<file path="config.mk">
export PLATFORM = sky130hd
export DESIGN_NAME = controlador_subtrator_flat
export DESIGN_NICKNAME = d
export VERILOG_FILES = /design/src/rtl/ula_pkg.sv /design/src/rtl/controlador_subtrator_if.sv /design/src/rtl/subtrator_completo.sv /design/src/rtl/controlador_subtrator.sv /design/src/flat_wrapper.sv
export SDC_FILE = /design/constraint.sdc
export NUM_CORES = 1
export LEC_CHECK = 0
export BUFFER_PORTS_ARGS = -buffer_cell sky130_fd_sc_hd__buf_2
export CAP_MARGIN = 20
export CORE_MARGIN = 10
export CORE_UTILIZATION = 30
export CTS_CLUSTER_DIAMETER = 40
export DETAILED_ROUTE_END_ITERATION = 10
export GPL_TIMING_DRIVEN = 0
export SKIP_LAST_GASP = 1
export SYNTH_ARGS = -nofsm -noshare
export SYNTH_HDL_FRONTEND = slang
export SYNTH_SLANG_ARGS = --single-unit
export TNS_END_PERCENT = 10
</file>
<file path="constraint.sdc">
create_clock -name clk -period 4.1 [get_ports clk]
set_input_delay 0.205 -clock clk [delete_from_list [all_inputs] [get_ports clk]]
set_output_delay 0.205 -clock clk [all_outputs]
set_load 0.02 [all_outputs]
</file>
<file path="src/rtl/ula_pkg.sv">
// Shared widths, result payload and FSM encodings for the subtractor controller.
package ula_pkg;

    localparam int unsigned OP_W  = 8;
    localparam int unsigned N_REQ = 2;
    localparam int unsigned ID_W  = 1;
    localparam int unsigned RES_W = OP_W + 1;

    // Result payload: borrow in the MSB, difference below it.
    typedef struct packed {
        logic            borrow;
        logic [OP_W-1:0] diff;
    } resultado_t;

    typedef enum logic [1:0] {
        OCIOSO  = 2'd0,
        CALCULA = 2'd1,
        ENTREGA = 2'd2
    } estado_t;

endpackage

</file>
<file path="src/rtl/controlador_subtrator_if.sv">
// Request/result handshake bundle between requesters, consumer and the controller.
interface controlador_subtrator_if;
    import ula_pkg::*;

    logic [N_REQ-1:0]      req_valid;
    logic [N_REQ-1:0]      req_ready;
    logic [N_REQ*OP_W-1:0] req_a;
    logic [N_REQ*OP_W-1:0] req_b;
    logic                  res_valid;
    logic                  res_ready;
    resultado_t            res_s;
    logic [ID_W-1:0]       res_id;

    modport master (
        output req_valid, req_a, req_b, res_ready,
        input  req_ready, res_valid, res_s, res_id
    );

    modport slave (
        input  req_valid, req_a, req_b, res_ready,
        output req_ready, res_valid, res_s, res_id
    );

endinterface

</file>
<file path="src/rtl/subtrator_completo.sv">
// Unsigned 8-bit subtractor producing difference and borrow.
module subtrator_completo
    import ula_pkg::*;
(
    input  logic [OP_W-1:0] a,
    input  logic [OP_W-1:0] b,
    output logic [OP_W-1:0] diff_c,
    output logic            borrow_c
);

    logic [OP_W:0] ext;

    // Zero-extend so the top bit of the difference is the borrow.
    assign ext      = {1'b0, a} - {1'b0, b};
    assign diff_c   = ext[OP_W-1:0];
    assign borrow_c = ext[OP_W];

endmodule

</file>
<file path="src/rtl/controlador_subtrator.sv">
// Two-requester subtraction controller: arbitrate, compute, hold result until taken.
// Define SUB_ROUND_ROBIN_EN for round-robin arbitration; default is fixed priority to requester 0.
module controlador_subtrator
    import ula_pkg::*;
(
    input  logic                     clk,
    input  logic                     rst,
    controlador_subtrator_if.slave   bus,
    output logic                     ocupado
);

    estado_t         estado, estado_d;
    logic [ID_W-1:0] grant_c;
    logic            transfer_c;
    logic [N_REQ-1:0] req_ready_c;

    logic [OP_W-1:0] a_sl [N_REQ];
    logic [OP_W-1:0] b_sl [N_REQ];

    logic [OP_W-1:0] op_a, op_b;
    logic [ID_W-1:0] op_id;
    logic [OP_W-1:0] diff_c;
    logic            borrow_c;

    resultado_t      res_s_q;
    logic [ID_W-1:0] res_id_q;
    logic            res_valid_q;

    // Per-requester operand slices.
    always_comb begin
        for (int i = 0; i < N_REQ; i++) begin
            a_sl[i] = bus.req_a[i*OP_W +: OP_W];
            b_sl[i] = bus.req_b[i*OP_W +: OP_W];
        end
    end

`ifdef SUB_ROUND_ROBIN_EN
    logic [ID_W-1:0] ultimo;

    // Contention goes to whoever was not served last.
    always_comb begin
        grant_c = bus.req_valid[0] ? ID_W'(0) : ID_W'(1);
        if (&bus.req_valid) grant_c = ~ultimo;
    end

    always_ff @(posedge clk) begin
        if (rst)             ultimo <= ID_W'(1);
        else if (transfer_c) ultimo <= grant_c;
    end
`else
    assign grant_c = bus.req_valid[0] ? ID_W'(0) : ID_W'(1);
`endif

    always_ff @(posedge clk) begin
        if (rst) estado <= OCIOSO;
        else     estado <= estado_d;
    end

    always_comb begin
        estado_d    = estado;
        req_ready_c = '0;
        transfer_c  = 1'b0;
        unique case (estado)
            OCIOSO: begin
                if (!rst) req_ready_c[grant_c] = bus.req_valid[grant_c];
                transfer_c = |req_ready_c;
                if (transfer_c) estado_d = CALCULA;
            end
            CALCULA: estado_d = ENTREGA;
            ENTREGA: if (bus.res_ready) estado_d = OCIOSO;
            default: estado_d = OCIOSO;
        endcase
    end

    subtrator_completo u_sub (
        .a        (op_a),
        .b        (op_b),
        .diff_c   (diff_c),
        .borrow_c (borrow_c)
    );

    // Operand capture on transfer, result capture in CALCULA, release on consumer take.
    always_ff @(posedge clk) begin
        if (rst) begin
            op_a        <= '0;
            op_b        <= '0;
            op_id       <= '0;
            res_s_q     <= '0;
            res_id_q    <= '0;
            res_valid_q <= 1'b0;
        end else begin
            if (transfer_c) begin
                op_a  <= a_sl[grant_c];
                op_b  <= b_sl[grant_c];
                op_id <= grant_c;
            end
            if (estado == CALCULA) begin
                res_s_q     <= '{borrow: borrow_c, diff: diff_c};
                res_id_q    <= op_id;
                res_valid_q <= 1'b1;
            end else if (estado == ENTREGA && bus.res_ready) begin
                res_valid_q <= 1'b0;
            end
        end
    end

    assign bus.req_ready = req_ready_c;
    assign bus.res_valid = res_valid_q;
    assign bus.res_s     = res_s_q;
    assign bus.res_id    = res_id_q;
    assign ocupado       = (estado != OCIOSO) && !rst;

endmodule

</file>
<file path="src/flat_wrapper.sv">
// flat-port wrapper written by rule: the top's interface ports become plain ports
module controlador_subtrator_flat import ula_pkg::*;
  (clk, rst, ocupado, bus_req_valid, bus_req_a, bus_req_b, bus_res_ready, bus_req_ready, bus_res_valid, bus_res_s, bus_res_id);
  controlador_subtrator_if bus_i ();
  input  logic clk;
  input  logic rst;
  output logic ocupado;
  input wire logic [$bits(bus_i.req_valid)-1:0] bus_req_valid;
  input wire logic [$bits(bus_i.req_a)-1:0] bus_req_a;
  input wire logic [$bits(bus_i.req_b)-1:0] bus_req_b;
  input wire logic [$bits(bus_i.res_ready)-1:0] bus_res_ready;
  output wire logic [$bits(bus_i.req_ready)-1:0] bus_req_ready;
  output wire logic [$bits(bus_i.res_valid)-1:0] bus_res_valid;
  output wire logic [$bits(bus_i.res_s)-1:0] bus_res_s;
  output wire logic [$bits(bus_i.res_id)-1:0] bus_res_id;
  assign bus_i.req_valid = bus_req_valid;
  assign bus_i.req_a = bus_req_a;
  assign bus_i.req_b = bus_req_b;
  assign bus_i.res_ready = bus_res_ready;
  assign bus_req_ready = bus_i.req_ready;
  assign bus_res_valid = bus_i.res_valid;
  assign bus_res_s = bus_i.res_s;
  assign bus_res_id = bus_i.res_id;
  controlador_subtrator u_core (.clk(clk), .rst(rst), .bus(bus_i), .ocupado(ocupado));
endmodule
</file>
Word-level counts from Yosys, hierarchy flattened
Index checks and enable logic that the tools add are counted.

Register bits after elaboration: 30. Latch bits: 0. RAM bits: 0. ROM bits: 0. Bits of input ports: 37. Memories kept: 0. Logic and storage cells: 47. Output and inout port bits: 14.

Div/mod/pow operators: 0. Shifts and indexed selects: 0. Bitwise gates (word level): 2. Multipliers: 0. Add/sub/neg operators: 1. Reductions and logical operators: 9. Order comparisons: 3. Mux-type cells: 20. Equality and inequality tests: 4.

Operators with widths (number): 8-bit 2-to-1 mux (6); 2-bit 2-to-1 mux (5); 8-bit by 8-bit subtractor with 9-bit output (1); 1-bit 2-to-1 mux (7); 2-bit case mux with 3 select lines (1); 2-bit nonzero test (2); 1-bit logical AND (3); 2-bit AND (1); 2-bit by 1-bit equality test with 1-bit output (second input constant) (1); 2-bit equality test (second input constant) (1); 2-bit >= comparator (second input constant) (1); 2-bit logical NOT (1); 1-bit by 2-bit < comparator with 1-bit output (second input constant) (1); 2-bit by 1-bit != test with 1-bit output (second input constant) (1); 2-bit != test (second input constant) (1); 1-bit NOT with 2-bit output (1); 2-bit AND reduction (1); 2-bit OR reduction (1); 1-bit demux with 1-bit select (1); 1-bit >= comparator (second input constant) (1); 1-bit logical NOT (1).

Longest topological paths before layout
Word-level depth: 11. Gate-level depth with buffers: 8.

By module
Synthesis repeated with hierarchy kept, for this count alone.

Cells, all modules: 185. Area, all modules: 1662.8 µm².

Modules (own cells, without submodules): controlador_subtrator (instances 1, area each 1308.8 µm², cells each 137, sequential area each 600.6 µm²); subtrator_completo (instances 1, area each 354.1 µm², cells each 48, sequential area each 0.0 µm²).

Worst setup path before layout
Ideal clock, no wire load.

Path kind: reg-to-reg. From: reg u_core.op_a[0]. To: reg u_core.res_s_q (netlist bit u_core.bus.res_s[8]). Period minus slack after synthesis: 1.729 ns. Arrival time: 1.658 ns. Path buffers: 0. Setup time: 0.071 ns. Path slack: 2.371 ns. Cell stages (with the launch flop): 9. Path through: dfxtp_1 > inv_1 > ha_1 > inv_1 > fa_1 > a211o_2 > a211oi_1 > o21ai_0 > a21oi_1.

Cells in the longest elaborated chain, start to end: 1.

Ends and longest elaborated chain: start: declaration (line controlador_subtrator.sv:20) `logic [OP_W-1:0] op_a, op_b;`; start signal: assignment (line controlador_subtrator.sv:93) `op_a <= a_sl[grant_c];`; 8-bit by 8-bit subtractor with 9-bit output (line subtrator_completo.sv:14) `assign ext = {1'b0, a} - {1'b0, b};`; end signal: assignment (line controlador_subtrator.sv:98) `res_s_q <= '{borrow: borrow_c, diff: diff_c};`; end: declaration (line controlador_subtrator.sv:25) `resultado_t res_s_q;`.

No other way between the ends. A chain may end at the register's enable or synchronous reset.

Worst setup path after layout
Same ends and word-level chain as after synthesis.

==> impl_metrics.ini <==
[logic_synthesis]
synth_async_sr_flop_share_pct = 0
syn_area_sq_um = 1630
synth_area_per_cell_sq_um = 8.98
synth_edf_count = 0
yosys_warnings = 0
syn-instance-count = 181
synth_cell_types = 39
synth_fp_nets = 227
ys.flop_type = dfxtp_1
ys_seq_area_share_pct = 37.0
postSynthRegisterBits = 30

[route]
routed_wl_um = 4190
routed_via_density = 4.60
wire_per_inst_um = 13.6
firstDrtPassIters = 4
vias = 1422
drc = 0
ant_nets = 0
drtIter0Drc = 52

[floorplanning]
rows = 26
io_pins = 51
die_y_um = 93.6
die_area_sq_um = 8760
die-width_um = 93.6
core-area_sq_um = 5170
start_util_pct = 31.4

[clocking]
htree_levels = 2
ctsHoldBuffers = 0
cts_tree = yes
cts_resized = 0
clockRootBuffer = clkbuf_8
cts_made_buffers = 5
clkLatencyLatePin_ps = 280
clk_path_buf_depth = 2
post_cts.repair.setup_buffers = 0
path_clk_slew_ps = 60
cts_sinks = 30

[final_layout]
num_antenna_cells = 0
area_growth_pct = 26.4
fin_nets = 284
fin_area_sq_um = 2050
nFillCells = 539
multi_input_area_sq_um = 921
final_layout_size_suffix_gt1_share_pct = 32.2
seq_area_sq_um = 601

[grt]
antenna_found_initial = 0
grtUsageTotal_pct = 9.93
grt_pass1_wl_um = 6870
grt_max_degree = 11
grt-ovfl-total = 0
grt_pass1_vias = 1497

[timing]
hold_viol = 0
setup_tns_ps = 0
rsz0062_at_grt = false
worst_pin_slew_ps = 578
drv_slew = 0
period_needed_ps = 1880
relSlewSlack_pct = 61.5
clock_skew_ps = 6.14
setup_viol_count_final = 0
clock.fmax_ghz = 0.531
fin_crit_sh_pct = 45.9

[critical_path]
r2r_slack_ps = 2220
required_ps = 4310
cp.arrival_ps = 2090
cp-end-kind = flop
path_class = flop to flop
crit_fanout = 3
critPathLaunchType = flop

[placed_design]
hpwl_um = 3300
gp_congestion = 0.777
place_area_sq_um = 1960
portBuffers = 50

[pwr]
vdd_drop_max_uv = 140
p_per_area_nw_per_um2 = 401
power.leakage_uw = 0.000926

[run]
max_cap_violations = 0

[run_status]
status = completed

[min_path]
hold_class = primary input to flop
[worst max-delay path, stage by stage, from the launching register on]
cell      delay [ps]
dfxtp_1          310
inv_1             50
ha_1             150
inv_1             50
fa_1             420
a211o_2          370
a211oi_1         180
o21ai_0          140
a21oi_1          130
[cell usage in the layout (no fill, tap or decap), drive strengths merged]
master,n
o21a,2
or4,2
xnor2,1
a21oi,13
o211ai,1
ha,8
nor2b,1
fa,1
and3b,1
or3b,1
clkbuf,8
nand3b,2
nand2,11
buf,59
clkinv,1
dfxtp,30
mux2i,16
nor3,2
a211oi,23
and3,1
nand2b,1
nor4b,2
a31oi,1
a21o,1
o21ai,6
and2,1
nor2,22
o2111ai,1
nand4b,1
inv,12
a211o,2
nand3,5
[final cells by class]
cell class,instances,share of cell area [%]
clock inverter,1,0.244
timing repair buffer,50,12.2
buffer,10,2.86
tap,70,4.26
multi-input combinational,129,44.8
clock buffer,7,4.20
sequential,30,29.2
inverter,12,2.19
[registers in the layout, indices dropped and copies added, names as in the netlist]
signal and cells:
u_core.bus.res_valid 1, u_core.bus.res_id 1, u_core.op_b 8, u_core.bus.res_s 9
u_core.op_id 1, u_core.estado 2, u_core.op_a 8
[power breakdown]
group	internal, uW	switching [uW]	leakage (uW)	total [uW]
clock network	135	110	0.0000482	245
registers	322	16.6	0.000247	339
logic	104	136	0.000631	240
total	561	263	0.000926	824
[per-stage QoR]
step	hold WS (ps)	power, uW	utilization [%]	std cells	setup WS [ps]
floorplan	391	517	-	181	2370
CTS	193	835	39.7	309	2210
finish	199	824	39.7	309	2220
detailed placement	442	588	38.0	301	2230
global route	202	883	39.7	309	2050
global placement	438	585	38.0	301	2230
[layer usage]
layer  vias up  share of wire (%)  global-route usage, %
li1        766                  -                      -
met1       601                 50                   12.1
met2        50                 43                   14.9
met3         5                5.8                   4.56
met4         0                1.3                   3.80
met5         -                  0                      0
[synthesized netlist by cell type (all sizes together) (5+ instances only)]
| cell type | instances | share of area, % |
|---|---|---|
| a21oi | 13 | 4.7 |
| mux2i | 16 | 9.9 |
| dfxtp | 30 | 37 |
| a211oi | 23 | 12 |
| buf | 9 | 3.4 |
| ha | 8 | 6.2 |
| nand3 | 5 | 1.5 |
| nor2 | 22 | 5.1 |
| inv | 12 | 2.8 |
| nand2 | 11 | 2.5 |
| o21ai | 6 | 1.8 |
[final timing paths]
| check | start | endpoint | depth (start not counted) |
|---|---|---|---|
| min reg2reg | u_core.bus.res_s[3] | u_core.bus.res_s[3] | 2 |
| max | u_core.op_a[0] | u_core.bus.res_s[8] | 8 |
| max reg2reg | u_core.op_a[0] | u_core.bus.res_s[8] | 8 |
| min | bus_res_ready | u_core.estado[1] | 3 |
[kinds of logic after synthesis]
group / count (synthesis) / share of synthesized area, %
xor+xnor: 1 / 0.539
flops: 30 / 37.0
fa+ha+maj: 9 / 7.39
buf+inv: 22 / 6.39
mux: 16 / 9.85
compound gates: 50 / 22.5
simple gates: 53 / 16.4
No activity file was read; power rests on OpenSTA's default activity.
